File: src/rtl/parity_steer_router_if.sv
// parity_steer_router_if: request/response bus of the parity-steered router
interface parity_steer_router_if #(
   parameter int SEL_W  = 2,
   parameter int DATA_W = 4,
   parameter int CNT_W  = 8
);
   localparam int N = 1 << SEL_W;
   logic              in_valid;
   logic              in_ready;
   logic [N-1:0]      in_bits;
   logic [SEL_W-1:0]  sel;
   logic [DATA_W-1:0] data;
   logic              out_valid;
   logic              out_ready;
   logic [N-1:0]      out_bits;
   logic [SEL_W-1:0]  out_dest;
   logic [CNT_W-1:0]  inv_cnt;
   logic              cnt_clr;
   modport slave (
      input  in_valid, in_bits, sel, data, out_ready, cnt_clr,
      output in_ready, out_valid, out_bits, out_dest, inv_cnt
   );
   modport master (
      output in_valid, in_bits, sel, data, out_ready, cnt_clr,
      input  in_ready, out_valid, out_bits, out_dest, inv_cnt
   );
endinterface

File: src/rtl/parity_steer_router.sv
// parity_steer_router: two-stage parity-steered bit router with inversion counter
module parity_steer_router #(
   parameter int SEL_W  = 2,
   parameter int DATA_W = 4,
   parameter bit INV_ON = 1'b0,
   parameter int CNT_W  = 8
) (
   input  logic clk,
   input  logic rst_n,
   parity_steer_router_if.slave bus
);
   localparam int N = 1 << SEL_W;
   typedef enum logic [1:0] {EMPTY = 2'b00, S2 = 2'b01, S1 = 2'b10, FULL = 2'b11} state_t;
   state_t            state_q, state_d;
   logic              b1_q;
   logic [SEL_W-1:0]  d1_q, dest_q;
   logic [N-1:0]      bits_q;
   logic [CNT_W-1:0]  cnt_q;
   logic [DATA_W-1:0] data_w;
   logic              s1_v, s2_v, accept, adv, inv1;
   assign s1_v          = state_q[1];
   assign s2_v          = state_q[0];
   assign data_w        = bus.data;
   assign inv1          = (^data_w) == INV_ON;
   assign adv           = s1_v && (!s2_v || bus.out_ready);
   assign bus.in_ready  = !s1_v || !s2_v || bus.out_ready;
   assign accept        = bus.in_valid && bus.in_ready;
   assign bus.out_valid = s2_v;
   assign bus.out_bits  = bits_q;
   assign bus.out_dest  = dest_q;
   assign bus.inv_cnt   = cnt_q;
   // occupancy state: state encoding is {s1_v, s2_v}
   always_ff @(posedge clk or negedge rst_n) begin
      if (!rst_n) state_q <= EMPTY;
      else        state_q <= state_d;
   end
   // S1 fills on accept or keeps its item when it cannot advance; S2 fills on advance or holds while stalled
   always_comb begin
      state_d = state_q;
      state_d = state_t'({accept || (s1_v && !adv), adv || (s2_v && !bus.out_ready)});
   end
   // pipeline data: S1 samples the request, S2 places the bit at its destination channel
   always_ff @(posedge clk or negedge rst_n) begin
      if (!rst_n) begin
         b1_q   <= 1'b0;
         d1_q   <= '0;
         dest_q <= '0;
         bits_q <= '0;
      end else begin
         if (accept) begin
            b1_q <= bus.in_bits[bus.sel];
            d1_q <= inv1 ? ~bus.sel : bus.sel;
         end
         if (adv) begin
            dest_q <= d1_q;
            bits_q <= {{(N-1){1'b0}}, b1_q} << d1_q;
         end
      end
   end
   // saturating count of accepted inverted routings; clear wins over increment
   always_ff @(posedge clk or negedge rst_n) begin
      if (!rst_n)                                cnt_q <= '0;
      else if (bus.cnt_clr)                      cnt_q <= '0;
      else if (accept && inv1 && (cnt_q != '1))  cnt_q <= cnt_q + 1'b1;
   end
endmodule

File: src/flat_wrapper.sv
// flat-port wrapper written by rule: the top's interface ports become plain ports
module parity_steer_router_flat 
#(
   parameter int SEL_W  = 2,
   parameter int DATA_W = 4,
   parameter bit INV_ON = 1'b0,
   parameter int CNT_W  = 8
)
  (clk, rst_n, bus_in_valid, bus_in_bits, bus_sel, bus_data, bus_out_ready, bus_cnt_clr, bus_in_ready, bus_out_valid, bus_out_bits, bus_out_dest, bus_inv_cnt);
  parity_steer_router_if #(.SEL_W(SEL_W), .DATA_W(DATA_W), .CNT_W(CNT_W)) bus_i ();
  input  logic clk;
  input  logic rst_n;
  input wire logic [$bits(bus_i.in_valid)-1:0] bus_in_valid;
  input wire logic [$bits(bus_i.in_bits)-1:0] bus_in_bits;
  input wire logic [$bits(bus_i.sel)-1:0] bus_sel;
  input wire logic [$bits(bus_i.data)-1:0] bus_data;
  input wire logic [$bits(bus_i.out_ready)-1:0] bus_out_ready;
  input wire logic [$bits(bus_i.cnt_clr)-1:0] bus_cnt_clr;
  output wire logic [$bits(bus_i.in_ready)-1:0] bus_in_ready;
  output wire logic [$bits(bus_i.out_valid)-1:0] bus_out_valid;
  output wire logic [$bits(bus_i.out_bits)-1:0] bus_out_bits;
  output wire logic [$bits(bus_i.out_dest)-1:0] bus_out_dest;
  output wire logic [$bits(bus_i.inv_cnt)-1:0] bus_inv_cnt;
  assign bus_i.in_valid = bus_in_valid;
  assign bus_i.in_bits = bus_in_bits;
  assign bus_i.sel = bus_sel;
  assign bus_i.data = bus_data;
  assign bus_i.out_ready = bus_out_ready;
  assign bus_i.cnt_clr = bus_cnt_clr;
  assign bus_in_ready = bus_i.in_ready;
  assign bus_out_valid = bus_i.out_valid;
  assign bus_out_bits = bus_i.out_bits;
  assign bus_out_dest = bus_i.out_dest;
  assign bus_inv_cnt = bus_i.inv_cnt;
  parity_steer_router #(.SEL_W(SEL_W), .DATA_W(DATA_W), .INV_ON(INV_ON), .CNT_W(CNT_W)) u_core (.clk(clk), .rst_n(rst_n), .bus(bus_i));
endmodule
File: config.mk
export PLATFORM = sky130hd
export DESIGN_NAME = parity_steer_router_flat
export DESIGN_NICKNAME = d
export VERILOG_FILES = /design/src/rtl/parity_steer_router_if.sv /design/src/rtl/parity_steer_router.sv /design/src/flat_wrapper.sv
export SDC_FILE = /design/constraint.sdc
export NUM_CORES = 1
export LEC_CHECK = 0
export CAP_MARGIN = 0
export CORE_ASPECT_RATIO = 0.9
export CORE_UTILIZATION = 40
export CTS_CLUSTER_DIAMETER = 80
export DETAILED_ROUTE_END_ITERATION = 6
export DONT_BUFFER_PORTS = 1
export PLACE_DENSITY = 0.59
export SETUP_SLACK_MARGIN = 0.2
export SYNTH_ARGS = -nofsm -noshare
export SYNTH_HDL_FRONTEND = slang
export SYNTH_SLANG_ARGS = --single-unit
File: constraint.sdc
create_clock -name clk -period 3.1 [get_ports clk]
set_input_delay 0.62 -clock clk [delete_from_list [all_inputs] [get_ports clk]]
set_output_delay 0.62 -clock clk [all_outputs]
set_load 0.005 [all_outputs]
==> impl_metrics.env <==
export IMPL_first_pass_iters=4
export IMPL_r2r_end="u_core.bus.inv_cnt[3]"
export IMPL_synth_xor_area_share=0.0445
export IMPL_peakVddDrop_uv=300
export IMPL_dp_cells=116
export IMPL_rows=16
export IMPL_synth_compound_area_frac=0.0941
export IMPL_numCtsBuffers=3
export IMPL_final_nets=111
export IMPL_drt_wirelength_per_cell_um=15.3
export IMPL_die_area_um2=2660
export IMPL_drv_slew=0
export IMPL_min_from="bus_cnt_clr"
export IMPL_clock_path_buffers=2
export IMPL_slew_headroom=0.421
export IMPL_setup_viol=0
export IMPL_clk_pin_slew_ns=0.12
export IMPL_finalSetupTns_ns=0
export IMPL_io_pins=31
export IMPL_r2r_start="u_core.state_q[0]"
export IMPL_hold_viol=0
export IMPL_grt_overflow=0
export IMPL_hold_class="input pin to register"
export IMPL_insertion_delay_ns=0.30
export IMPL_cp_cell_sequence="nand3b_1 > nand2_1 > nor4_1 > mux2_1"
export IMPL_numClockSinks=19
export IMPL_grt_usage=0.160
export IMPL_crit_path_start_kind="register"
export IMPL_area_growth_pct=5.98
export IMPL_fmax_mhz=576
export IMPL_drive_gt1_frac=0.128
export IMPL_ctsResizeCount=0
export IMPL_cts_root_buf="clkbuf_4"
export IMPL_place_congestion=0.833
export IMPL_min_path_cells=1
export IMPL_endpoint_kind="register"
export IMPL_synth_top_family_by_area="simple AND/OR/NAND/NOR gates"
export IMPL_syn_area_um2=983
export IMPL_drc=0
export IMPL_start_util=0.439
export IMPL_num_antenna_cells=0
export IMPL_core_region_area_um2=2240
export IMPL_via_per_inst=5.71
export IMPL_power_density_nw_per_um2=529
export IMPL_antenna_found_initial=0
export IMPL_hold_end="u_core.bus.inv_cnt[2]"
export IMPL_cts_hold_buffers=1
export IMPL_cap_viol_max_count=0
export IMPL_cpPeakStageDelay_ns=0.42
export IMPL_ant_nets=0
export IMPL_cp_max_fo=14
export IMPL_drt_wl_total_um=1850
export IMPL_period_share=0.560
export IMPL_synth_seq_area_share=0.483
export IMPL_synthMuxAreaShare=0.125
export IMPL_worstPathRequired_ns=3.29
export IMPL_dpl_hpwl_um=1340
export IMPL_syn_inst=91
export IMPL_yosys_area_share_simple=0.212
export IMPL_reg2regPathDepth=4
export IMPL_status="complete, no violations"
export IMPL_cellLeakagePower_nw=0.420
export IMPL_layout_min_cycle_time_ns=1.74
export IMPL_regToRegSetupSlack_ns=1.36
export IMPL_grt_pass1_wl_um=3070
export IMPL_synth_seq_cells=19
export IMPL_syn_avg_cell_area_um2=10.8
export IMPL_final_cells=121
export IMPL_fp_dieH_um=49.0
export IMPL_cpMaxStageDelayCell="dfrtp_1"
export IMPL_rsz0062_at_grt="false"
export IMPL_syn_nets=107
export IMPL_finalPower_mw=0.551
export IMPL_critPathKind="register to register"
export IMPL_synth_cell_types=31
export IMPL_yosysWarnings=0
export IMPL_critPathTopFamily="simple AND/OR/NAND/NOR gates"
export IMPL_worst_ep_arrival_time_ns=1.93
export IMPL_finClkSkew_ns=0.00485
export IMPL_die_x_um=54.3
export IMPL_postCtsSetupBuffers=0
export IMPL_synth_fa_ha_area_frac=0.0127
export IMPL_grt_max_degree=20
export IMPL_first_iter_violations=8
export IMPL_critPathBufInv=0
export IMPL_cts_tree="done"
export IMPL_via_count=691
export IMPL_portBuffers=0
export IMPL_htree_num_levels=1
export IMPL_worst_pin_slew_ns=0.866
export IMPL_first_global_vias=677
sequential cells by signal, indices dropped and copies added, names as in the netlist:
signal               cells
u_core.b1_q              1
u_core.bus.inv_cnt       8
u_core.bus.out_bits      4
u_core.bus.out_dest      2
u_core.d1_q              2
u_core.state_q           2
routing by layer:
layer  global-route usage  vias to the layer above  part of all wire
li1                     -                      346                 -
met1                0.220                      325              0.53
met2                0.242                       18              0.42
met3               0.0405                        2             0.046
met4               0.0513                        0            0.0065
met5                    0                        -                 0
how the worst max path moves through the flow:
stage	slack (ns)	start	cells after the start	endpoint
2_1_floorplan	1.27	bus_data[3]	5	u_core.bus.inv_cnt[3]
3_3_place_gp	1.19	bus_out_ready	4	u_core.bus.inv_cnt[7]
3_5_place_dp	1.15	bus_out_ready	4	u_core.bus.inv_cnt[7]
4_1_cts	1.37	u_core.state_q[0]	4	u_core.bus.inv_cnt[7]
5_1_grt	1.21	u_core.state_q[0]	4	u_core.bus.inv_cnt[7]
6_report	1.36	u_core.state_q[0]	4	u_core.bus.inv_cnt[3]
layout by cell type (no fill, tap or decap):
master,netlist,final
or4_1,3,3
nand4_1,2,2
and3_1,1,1
mux2_1,3,3
clkbuf_4,0,3
nor4_1,3,3
a211oi_1,1,1
nand2_1,8,8
mux2_2,5,5
nand3_1,4,4
nand2b_1,5,5
nor3_2,1,1
xor2_1,1,1
o21ai_0,3,3
nor2_1,4,4
nand3b_1,2,2
nor2b_1,3,3
xnor2_1,4,4
a21oi_1,3,3
mux4_2,1,1
o31a_1,1,1
dlygate4sd3_1,0,1
o41ai_1,1,1
o31ai_1,4,4
dfrtp_1,19,19
inv_1,2,2
o211ai_1,1,1
clkinv_2,0,1
ha_1,1,1
buf_4,0,1
mux2i_1,1,1
and4_1,1,1
through the flow:
step	hold WS (ns)	setup WS, ns	utilization	area (um^2)
detailed placement	0.325	1.15	0.448	1000
CTS	0.354	1.37	0.465	1040
finish	0.368	1.36	0.465	1040
floorplan	0.324	1.27	-	983
global route	0.341	1.21	0.465	1040
global placement	0.325	1.19	0.448	1000
where the power goes:
part	switching [mW]	internal, mW
clock network	0.0809	0.0479
registers	0.0396	0.288
logic	0.0455	0.0493
total	0.166	0.385
synthesized netlist by cell type:
master,count,area share
nor3_2,1,0.010
mux2i_1,1,0.010
a21oi_1,3,0.015
xnor2_1,4,0.036
ha_1,1,0.013
dfrtp_1,19,0.48
o41ai_1,1,0.0089
o31a_1,1,0.0089
nand3_1,4,0.020
a211oi_1,1,0.0076
nor4_1,3,0.019
nand2b_1,5,0.032
nand2_1,8,0.031
nand3b_1,2,0.015
clkbuf_1,1,0.0038
o21ai_0,3,0.015
nor2_1,4,0.015
xor2_1,1,0.0089
mux2_1,3,0.034
buf_6,1,0.011
and4_1,1,0.0089
and3_1,1,0.0064
buf_2,1,0.0051
mux2_2,5,0.057
o211ai_1,1,0.0076
o31ai_1,4,0.031
nand4_1,2,0.013
nor2b_1,3,0.019
or4_1,3,0.023
inv_1,2,0.0076
mux4_2,1,0.023
worst register-to-register path: stages (launching register included):
cell and delay, ns:
dfrtp_1 0.42, nand3b_1 0.15, nand2_1 0.31, nor4_1 0.40
mux2_1 0.36
cell type report:
cell class	count	area (um^2)
Sequential cell	19	475
Tap cell	27	33.8
Fill cell	212	1200
Timing Repair Buffer	2	17.5
Clock buffer	3	22.5
Clock inverter	1	5.00
Multi-Input combinational cell	67	480
Inverter	2	7.51
kinds of logic after synthesis:
group,Yosys count
AND/OR/NAND/NOR,37
AO/OA/AOI/OAI,14
XOR/XNOR,5
multiplexers,10
flip-flops,19
buffers and inverters,5
adder cells (fa/ha/maj),1
Power figures use the tool's default switching activity.
